[src/rtl/spi_slave_byte_if.sv]
// SPI pin and byte-FIFO signal bundle for spi_slave_byte.
// The slave modport is the responder's view; master is the view of whatever drives it.
interface spi_slave_byte_if #(
  parameter int unsigned BYTE_CNT_W = 8
);
  logic                  sclk;
  logic                  n_cs;
  logic                  mosi;
  logic                  miso;
  logic                  miso_oe;
  logic [7:0]            tx_data;
  logic                  tx_empty;
  logic                  tx_rdreq;
  logic [7:0]            rx_data;
  logic                  rx_wrreq;
  logic                  frame_done;
  logic [BYTE_CNT_W-1:0] frame_bytes;
  logic                  abort;

  modport slave (
    input  sclk, n_cs, mosi, tx_data, tx_empty,
    output miso, miso_oe, tx_rdreq, rx_data, rx_wrreq, frame_done, frame_bytes, abort
  );

  modport master (
    output sclk, n_cs, mosi, tx_data, tx_empty,
    input  miso, miso_oe, tx_rdreq, rx_data, rx_wrreq, frame_done, frame_bytes, abort
  );
endinterface

[src/rtl/spi_slave_byte.sv]
// Byte-oriented SPI responder: oversamples sclk/n_cs/mosi on clk, shifts TX FIFO bytes out
// on miso and pushes each complete received byte to the RX FIFO.
module spi_slave_byte #(
  parameter bit          CPOL       = 1'b0,
  parameter bit          CPHA       = 1'b0,
  parameter logic [7:0]  FILL_BYTE  = 8'hFF,
  parameter int unsigned BYTE_CNT_W = 8
) (
  input logic             clk,
  input logic             rst,
  spi_slave_byte_if.slave bus
);

  typedef enum logic [0:0] {StIdle, StActive} state_e;

  state_e                state_q;
  logic [2:0]            sclk_s;
  logic [2:0]            ncs_s;
  logic [1:0]            mosi_s;
  logic [7:0]            tx_sr_q;
  logic [7:0]            rx_sr_q;
  logic [2:0]            bit_cnt_q;
  logic [BYTE_CNT_W-1:0] byte_cnt_q;
  logic                  miso_q;
  logic                  miso_oe_q;
  logic                  tx_rdreq_q;
  logic [7:0]            rx_data_q;
  logic                  rx_wrreq_q;
  logic                  frame_done_q;
  logic [BYTE_CNT_W-1:0] frame_bytes_q;
  logic                  abort_q;

  logic                  lead_evt, trail_evt, sample_evt, shift_evt;
  logic                  ncs_fall, ncs_high, byte_done, reload;
  logic [2:0]            bit_cnt_nxt;
  logic [BYTE_CNT_W-1:0] byte_cnt_nxt;
  logic [7:0]            rx_byte, load_byte;

  // Stages [1:0] synchronize; stage [2] is the previous synced value for edge detection.
  always_ff @(posedge clk) begin
    if (rst) begin
      sclk_s <= {3{CPOL}};
      ncs_s  <= 3'b111;
      mosi_s <= 2'b00;
    end else begin
      sclk_s <= {sclk_s[1:0], bus.sclk};
      ncs_s  <= {ncs_s[1:0], bus.n_cs};
      mosi_s <= {mosi_s[0], bus.mosi};
    end
  end

  always_comb begin
    lead_evt     = CPOL ? (~sclk_s[1] & sclk_s[2]) : (sclk_s[1] & ~sclk_s[2]);
    trail_evt    = CPOL ? (sclk_s[1] & ~sclk_s[2]) : (~sclk_s[1] & sclk_s[2]);
    // Edges only count inside a frame; an edge coincident with the n_cs rise still counts.
    sample_evt   = (state_q == StActive) & (CPHA ? trail_evt : lead_evt);
    shift_evt    = (state_q == StActive) & (CPHA ? lead_evt : trail_evt);
    ncs_fall     = ~ncs_s[1] & ncs_s[2];
    ncs_high     = ncs_s[1];
    byte_done    = sample_evt & (bit_cnt_q == 3'd7);
    bit_cnt_nxt  = sample_evt ? bit_cnt_q + 3'd1 : bit_cnt_q;
    byte_cnt_nxt = (byte_done && (byte_cnt_q != '1)) ? byte_cnt_q + BYTE_CNT_W'(1) : byte_cnt_q;
    rx_byte      = {rx_sr_q[6:0], mosi_s[1]};
    load_byte    = bus.tx_empty ? FILL_BYTE : bus.tx_data;
    // CPHA=0 reloads on the trailing edge after the 8th sample, CPHA=1 on the 8th sample.
    reload       = (CPHA ? byte_done : (shift_evt & (bit_cnt_q == 3'd0))) & ~ncs_high;
  end

  always_ff @(posedge clk) begin
    if (rst) begin
      state_q       <= StIdle;
      tx_sr_q       <= 8'h00;
      rx_sr_q       <= 8'h00;
      bit_cnt_q     <= 3'd0;
      byte_cnt_q    <= '0;
      miso_q        <= 1'b0;
      miso_oe_q     <= 1'b0;
      tx_rdreq_q    <= 1'b0;
      rx_data_q     <= 8'h00;
      rx_wrreq_q    <= 1'b0;
      frame_done_q  <= 1'b0;
      frame_bytes_q <= '0;
      abort_q       <= 1'b0;
    end else begin
      tx_rdreq_q   <= 1'b0;
      rx_wrreq_q   <= 1'b0;
      frame_done_q <= 1'b0;
      abort_q      <= 1'b0;
      case (state_q)
        StIdle: begin
          if (ncs_fall) begin
            state_q    <= StActive;
            tx_sr_q    <= load_byte;
            tx_rdreq_q <= ~bus.tx_empty;
            bit_cnt_q  <= 3'd0;
            byte_cnt_q <= '0;
            miso_oe_q  <= 1'b1;
          end
        end
        StActive: begin
          if (sample_evt) begin
            rx_sr_q   <= rx_byte;
            bit_cnt_q <= bit_cnt_nxt;
          end
          if (byte_done) begin
            rx_data_q  <= rx_byte;
            rx_wrreq_q <= 1'b1;
            byte_cnt_q <= byte_cnt_nxt;
          end
          if (reload) begin
            tx_sr_q    <= load_byte;
            tx_rdreq_q <= ~bus.tx_empty;
          end else if (shift_evt) begin
            tx_sr_q <= {tx_sr_q[6:0], 1'b0};
          end
          if (CPHA && shift_evt) begin
            miso_q <= tx_sr_q[7];
          end
          // A partially received byte is dropped; abort flags it.
          if (ncs_high) begin
            state_q       <= StIdle;
            miso_oe_q     <= 1'b0;
            frame_done_q  <= 1'b1;
            frame_bytes_q <= byte_cnt_nxt;
            abort_q       <= (bit_cnt_nxt != 3'd0);
          end
        end
        default: state_q <= StIdle;
      endcase
    end
  end

  assign bus.miso        = CPHA ? miso_q : tx_sr_q[7];
  assign bus.miso_oe     = miso_oe_q;
  assign bus.tx_rdreq    = tx_rdreq_q;
  assign bus.rx_data     = rx_data_q;
  assign bus.rx_wrreq    = rx_wrreq_q;
  assign bus.frame_done  = frame_done_q;
  assign bus.frame_bytes = frame_bytes_q;
  assign bus.abort       = abort_q;

endmodule
[src/flat_wrapper.sv]
// flat-port wrapper written by rule: the top's interface ports become plain ports
module spi_slave_byte_flat 
#(
  parameter bit          CPOL       = 1'b0,
  parameter bit          CPHA       = 1'b0,
  parameter logic [7:0]  FILL_BYTE  = 8'hFF,
  parameter int unsigned BYTE_CNT_W = 8
)
  (clk, rst, bus_sclk, bus_n_cs, bus_mosi, bus_tx_data, bus_tx_empty, bus_miso, bus_miso_oe, bus_tx_rdreq, bus_rx_data, bus_rx_wrreq, bus_frame_done, bus_frame_bytes, bus_abort);
  spi_slave_byte_if #(.BYTE_CNT_W(BYTE_CNT_W)) bus_i ();
  input logic clk;
  input logic rst;
  input wire logic [$bits(bus_i.sclk)-1:0] bus_sclk;
  input wire logic [$bits(bus_i.n_cs)-1:0] bus_n_cs;
  input wire logic [$bits(bus_i.mosi)-1:0] bus_mosi;
  input wire logic [$bits(bus_i.tx_data)-1:0] bus_tx_data;
  input wire logic [$bits(bus_i.tx_empty)-1:0] bus_tx_empty;
  output wire logic [$bits(bus_i.miso)-1:0] bus_miso;
  output wire logic [$bits(bus_i.miso_oe)-1:0] bus_miso_oe;
  output wire logic [$bits(bus_i.tx_rdreq)-1:0] bus_tx_rdreq;
  output wire logic [$bits(bus_i.rx_data)-1:0] bus_rx_data;
  output wire logic [$bits(bus_i.rx_wrreq)-1:0] bus_rx_wrreq;
  output wire logic [$bits(bus_i.frame_done)-1:0] bus_frame_done;
  output wire logic [$bits(bus_i.frame_bytes)-1:0] bus_frame_bytes;
  output wire logic [$bits(bus_i.abort)-1:0] bus_abort;
  assign bus_i.sclk = bus_sclk;
  assign bus_i.n_cs = bus_n_cs;
  assign bus_i.mosi = bus_mosi;
  assign bus_i.tx_data = bus_tx_data;
  assign bus_i.tx_empty = bus_tx_empty;
  assign bus_miso = bus_i.miso;
  assign bus_miso_oe = bus_i.miso_oe;
  assign bus_tx_rdreq = bus_i.tx_rdreq;
  assign bus_rx_data = bus_i.rx_data;
  assign bus_rx_wrreq = bus_i.rx_wrreq;
  assign bus_frame_done = bus_i.frame_done;
  assign bus_frame_bytes = bus_i.frame_bytes;
  assign bus_abort = bus_i.abort;
  spi_slave_byte #(.CPOL(CPOL), .CPHA(CPHA), .FILL_BYTE(FILL_BYTE), .BYTE_CNT_W(BYTE_CNT_W)) u_core (.clk(clk), .rst(rst), .bus(bus_i));
endmodule
[config.mk]
export PLATFORM = sky130hd
export DESIGN_NAME = spi_slave_byte_flat
export DESIGN_NICKNAME = d
export VERILOG_FILES = /design/src/rtl/spi_slave_byte_if.sv /design/src/rtl/spi_slave_byte.sv /design/src/flat_wrapper.sv
export SDC_FILE = /design/constraint.sdc
export NUM_CORES = 1
export LEC_CHECK = 0
export CAP_MARGIN = 20
export CORE_MARGIN = 2
export CORE_UTILIZATION = 37
export DETAILED_ROUTE_END_ITERATION = 10
export PLACE_DENSITY = 0.59
export SETUP_SLACK_MARGIN = 0.5
export SLEW_MARGIN = 5
export SYNTH_ARGS = -nofsm -noshare
export SYNTH_HDL_FRONTEND = slang
export SYNTH_SLANG_ARGS = --single-unit
[constraint.sdc]
create_clock -name clk -period 1.8 [get_ports clk]
set_clock_uncertainty 0.05 [all_clocks]
set_input_delay 0.36 -clock clk [delete_from_list [all_inputs] [get_ports clk]]
set_output_delay 0.36 -clock clk [all_outputs]
set_load 0.02 [all_outputs]
==> impl_summary.md <==
Outcome
The run finished with clean final reports.

Power
The peak ir drop on the vdd network is 0.383 mV. The power density of the placed cells is 719 nW/µm². The static power due to leakage is 1.25 nW.

Placement
OpenSTA, run right after detailed placement, puts the worst setup slack at 0.0531 ns. Once detailed placement completed, the half-perimeter wirelength came to 3260 µm. The count of input and output buffers is 35.

The congestion estimate from routability-driven global placement came to 0.810.

Clocking
Clock-pin slew was measured on the worst setup and hold paths at 0.10 ns. The cts-stage hold buffer count is 0. CTS saw 56 sinks. Counting along the longest clock path gives a buffer depth of 2. CTS built an H-tree with a depth of 2. Clock tree synthesis selected as its root buffer the cell clkbuf_8. Clock latency on the worst-skew pair, taken at its later pin, is 0.31 ns. The clock tree from TritonCTS is built. In this run, CTS created clock tree buffers numbering 5.

Synthesis
The xor-xnor portion of the synthesized cell area is 0.00385. The fraction of the mapped netlist area in compound gates is 0.170. The commonest cells after synthesis are 56 x dfxtp_1, 44 x nand2_1, 30 x nor2_1. The simple-gate share of the synthesized area is 0.274. The mean area per synthesized cell is 8.74 µm².

The flip-flop and latch count after synthesis is 56. The arithmetic-cell share of the synthesized area counting full adders, half adders and majority gates is 0.0220. For this run, asynchronously set or reset flops after synthesis account for 0. The cell area that synthesis handed to floorplanning was 2270 µm².

The synthesized design contains 0 enable-type register cells. The largest area contributor in the netlist is dfxtp_1. The most common cell in the synthesized netlist is dfxtp_1. By area the synthesized netlist is led by dfxtp_1 49%, nand2_1 7.3%, a21oi_1 5.7%, nor2_1 5.0%, a32o_1 3.1%. Measured against the total synthesized area, the mux share comes to 0.00441.

By area, the combinational part of the netlist is dominated by simple AND/OR/NAND/NOR gates. The share of synthesized area in the top cell type comes to 0.493. The synthesized instance count is 260. Among all flip-flop cells after synthesis, the most frequent one is dfxtp_1.

The net count after synthesis is 278. The number of warnings issued by yosys is 0. The sequential element share of the synthesized area is 0.493. The post-synthesis cell type count is 47.

Drt
The amount of wire on met2 after detailed routing is 2400 µm. The routed design has 5100 µm of wire. The number of nets with antenna violations after detailed routing is 0. In the detailed route, the total length drawn on met3 is 155 µm. The total number of vias is 1965. After detailed routing, the number of remaining DRC violations is 0. The detailed router's first-iteration violation count is 89.

The via-per-instance ratio is 5.06. For this block, wires on met1 add up to 2470 µm. The length of the first detailed-routing pass in iterations is 4. After detailed routing, the average wire length per cell comes to 13.1 µm. Routed signal wires occupy layers up through met4.

Worst setup path
The start point of the critical path is u_core.bit_cnt_q[1]. At the worst endpoint, the required time is 1.96 ns. In this run the worst path has a maximum fanout of 7. The launching point of the worst reg2reg path is u_core.bit_cnt_q[1]. The critical path startpoint category is a flop.

The kind of cell adding the most delay to the critical path is flip-flops. The longest individual stage delay on the worst path is 0.37 ns. STA puts the critical path data arrival time at 1.87 ns. The critical path's slowest cell is dfxtp_4.

STA classifies the critical path endpoint as a flop. Traced cell by cell, the critical path runs through ha_4, ha_4, buf_4, and4b_4, buf_4, a31o_2, and3b_1. The critical path is of the flop to flop type. Counting both buffers and inverters, the worst setup path holds a total of 2. The worst-case register-to-register setup slack is 0.1 ns.

Hold path
The type of the worst min-delay path is input pin to flop. The hold path startpoint is rst.

Floorplanning
The die covers 6780 µm². The number of rows created at floorplan is 28. The floorplan step defined a core boundary enclosing 5920 µm².

36 I/O pins were placed. In this run the horizontal extent of the chip is 82.4 µm. The die height is 82.4 µm. The starting utilization of the core area is 0.384.

Global routing
The initial antenna violation count was 0. The pin count of the biggest net entering global routing is 28. The via count of the first global-routing pass is 1723.

The global-route usage over all layers is 0.158. The global-route wire length before repair is 8210 µm. The aggregate global routing overflow is 0.

Timing
Setup violations remaining at the end of the flow were counted as 0. Based on the critical path, the design can be clocked at up to 588 MHz. The count of final hold-check violations was 0. Once routing completed, OpenROAD measured the worst setup slack at 0.0997 ns. In the finished design, the share of the clock period the worst path needs comes to 0.945. For the pin with the worst max-slew slack, the measured transition is 0.371 ns. The number of max-slew violations in the final report was 0.

Setup repair after global routing could not meet its margin everywhere. The worst path needs 1.70 ns of the cycle, external delays included. The setup TNS is 0 ns. The remaining max-slew budget at the tightest pin is 0.752.

Finish
The layout has 570 filler cells. Compared with the post-synthesis result, the final layout area differs by 38.2%. The diode insertion count for antenna repair is 0.

The combined area of the multi-input logic cells is 1310 µm². The sequential cells in the finished layout cover a total of 1140 µm². The final layout contains 330 nets.

The share of final-layout standard cells stronger than drive strength 1 is 0.361. The fraction of the core area covered by cells at the end of the flow is 0.530.

Job
The number of maximum-capacitance violations is 0.
==> registers in the layout (all words and copies together) (netlist names) <==
signal,flops
u_core.bus.rx_data,8
u_core.sclk_s,3
u_core.ncs_s,3
u_core.rx_sr_q,7
u_core.bus.tx_rdreq,1
u_core.bus.rx_wrreq,1
u_core.byte_cnt_q,8
u_core.tx_sr_q,8
u_core.bus.frame_done,1
u_core.bus.miso_oe,1
u_core.mosi_s,2
u_core.bit_cnt_q,3
u_core.state_q,1
u_core.bus.frame_bytes,8
u_core.bus.abort,1
==> per-layer routing <==
layer / vias up / GRT usage
met5: - / 0
met4: 0 / 0.0650
met3: 6 / 0.0337
met2: 26 / 0.252
met1: 914 / 0.207
li1: 1019 / -
==> cell usage in the layout (no fill, tap or decap), drive strengths merged, types with 3 or more instances in the layout <==
cell	instances
dfxtp	56
buf	46
nand2	44
nor2	30
a21oi	26
clkdlybuf4s50	12
or2	12
nor2b	7
a32o	7
nand4	5
clkbuf	5
ha	4
a22oi	3
nor3	3
a31oi	3
nand3	3
o21ai	3
o311ai	3
inv	3
==> through the flow <==
stage | cells | power, mW | hold WS, ns | cell area (µm²)
floorplan | 260 | 1.38 | 0.339 | 2370
global placement | 367 | 1.44 | 0.344 | 2840
detailed placement | 367 | 1.44 | 0.349 | 2840
CTS | 382 | 2.28 | 0.387 | 2980
global route | 388 | 2.36 | 0.362 | 3140
finish | 388 | 2.26 | 0.372 | 3140
==> kinds of logic (layout without fill, tap and decap cells) <==
family                   count (synthesis)  count (layout)
AND/OR/NAND/NOR                        123             123
AO/OA/AOI/OAI                           57              58
flip-flops                              56              56
buffers and inverters                   18              70
adder cells (fa/ha/maj)                  4               4
XOR/XNOR                                 1               1
multiplexers                             1               1
==> final cells by class <==
type / count / area share
multi-input cells: 187 / 0.418
flip-flops and latches: 56 / 0.364
well taps: 75 / 0.0299
clock buffers: 5 / 0.0219
clock inverters: 3 / 0.0151
repair buffers: 59 / 0.146
inverters: 3 / 0.00438
==> power by group <==
part           switching (mW)  internal, mW  total (mW)
combinational          0.0712        0.0757       0.147
clock                   0.419         0.420       0.838
sequential             0.0150          1.26        1.27
==> tightest hold or removal path: stages <==
cell and delay [ns]:
dlymetal6s2s_1 0.12, buf_6 0.15, nor2_1 0.06
==> final timing paths <==
kind,endpoint,cells after the start
hold reg to reg,u_core.ncs_s[1],1
setup reg to reg,u_core.byte_cnt_q[6],7
setup / recovery,u_core.byte_cnt_q[6],7
hold / removal,u_core.bit_cnt_q[2],3
==> what timing repair did <==
| action | CTS | global route |
|---|---|---|
| pin swaps | 19 | 13 |
| buffers inserted | 6 | 6 |
| gates cloned | 1 | 0 |
| gates resized for setup | 104 | 41 |
| endpoints found under the setup margin | 67 | 48 |
No activity file was read; power rests on OpenSTA's default activity.
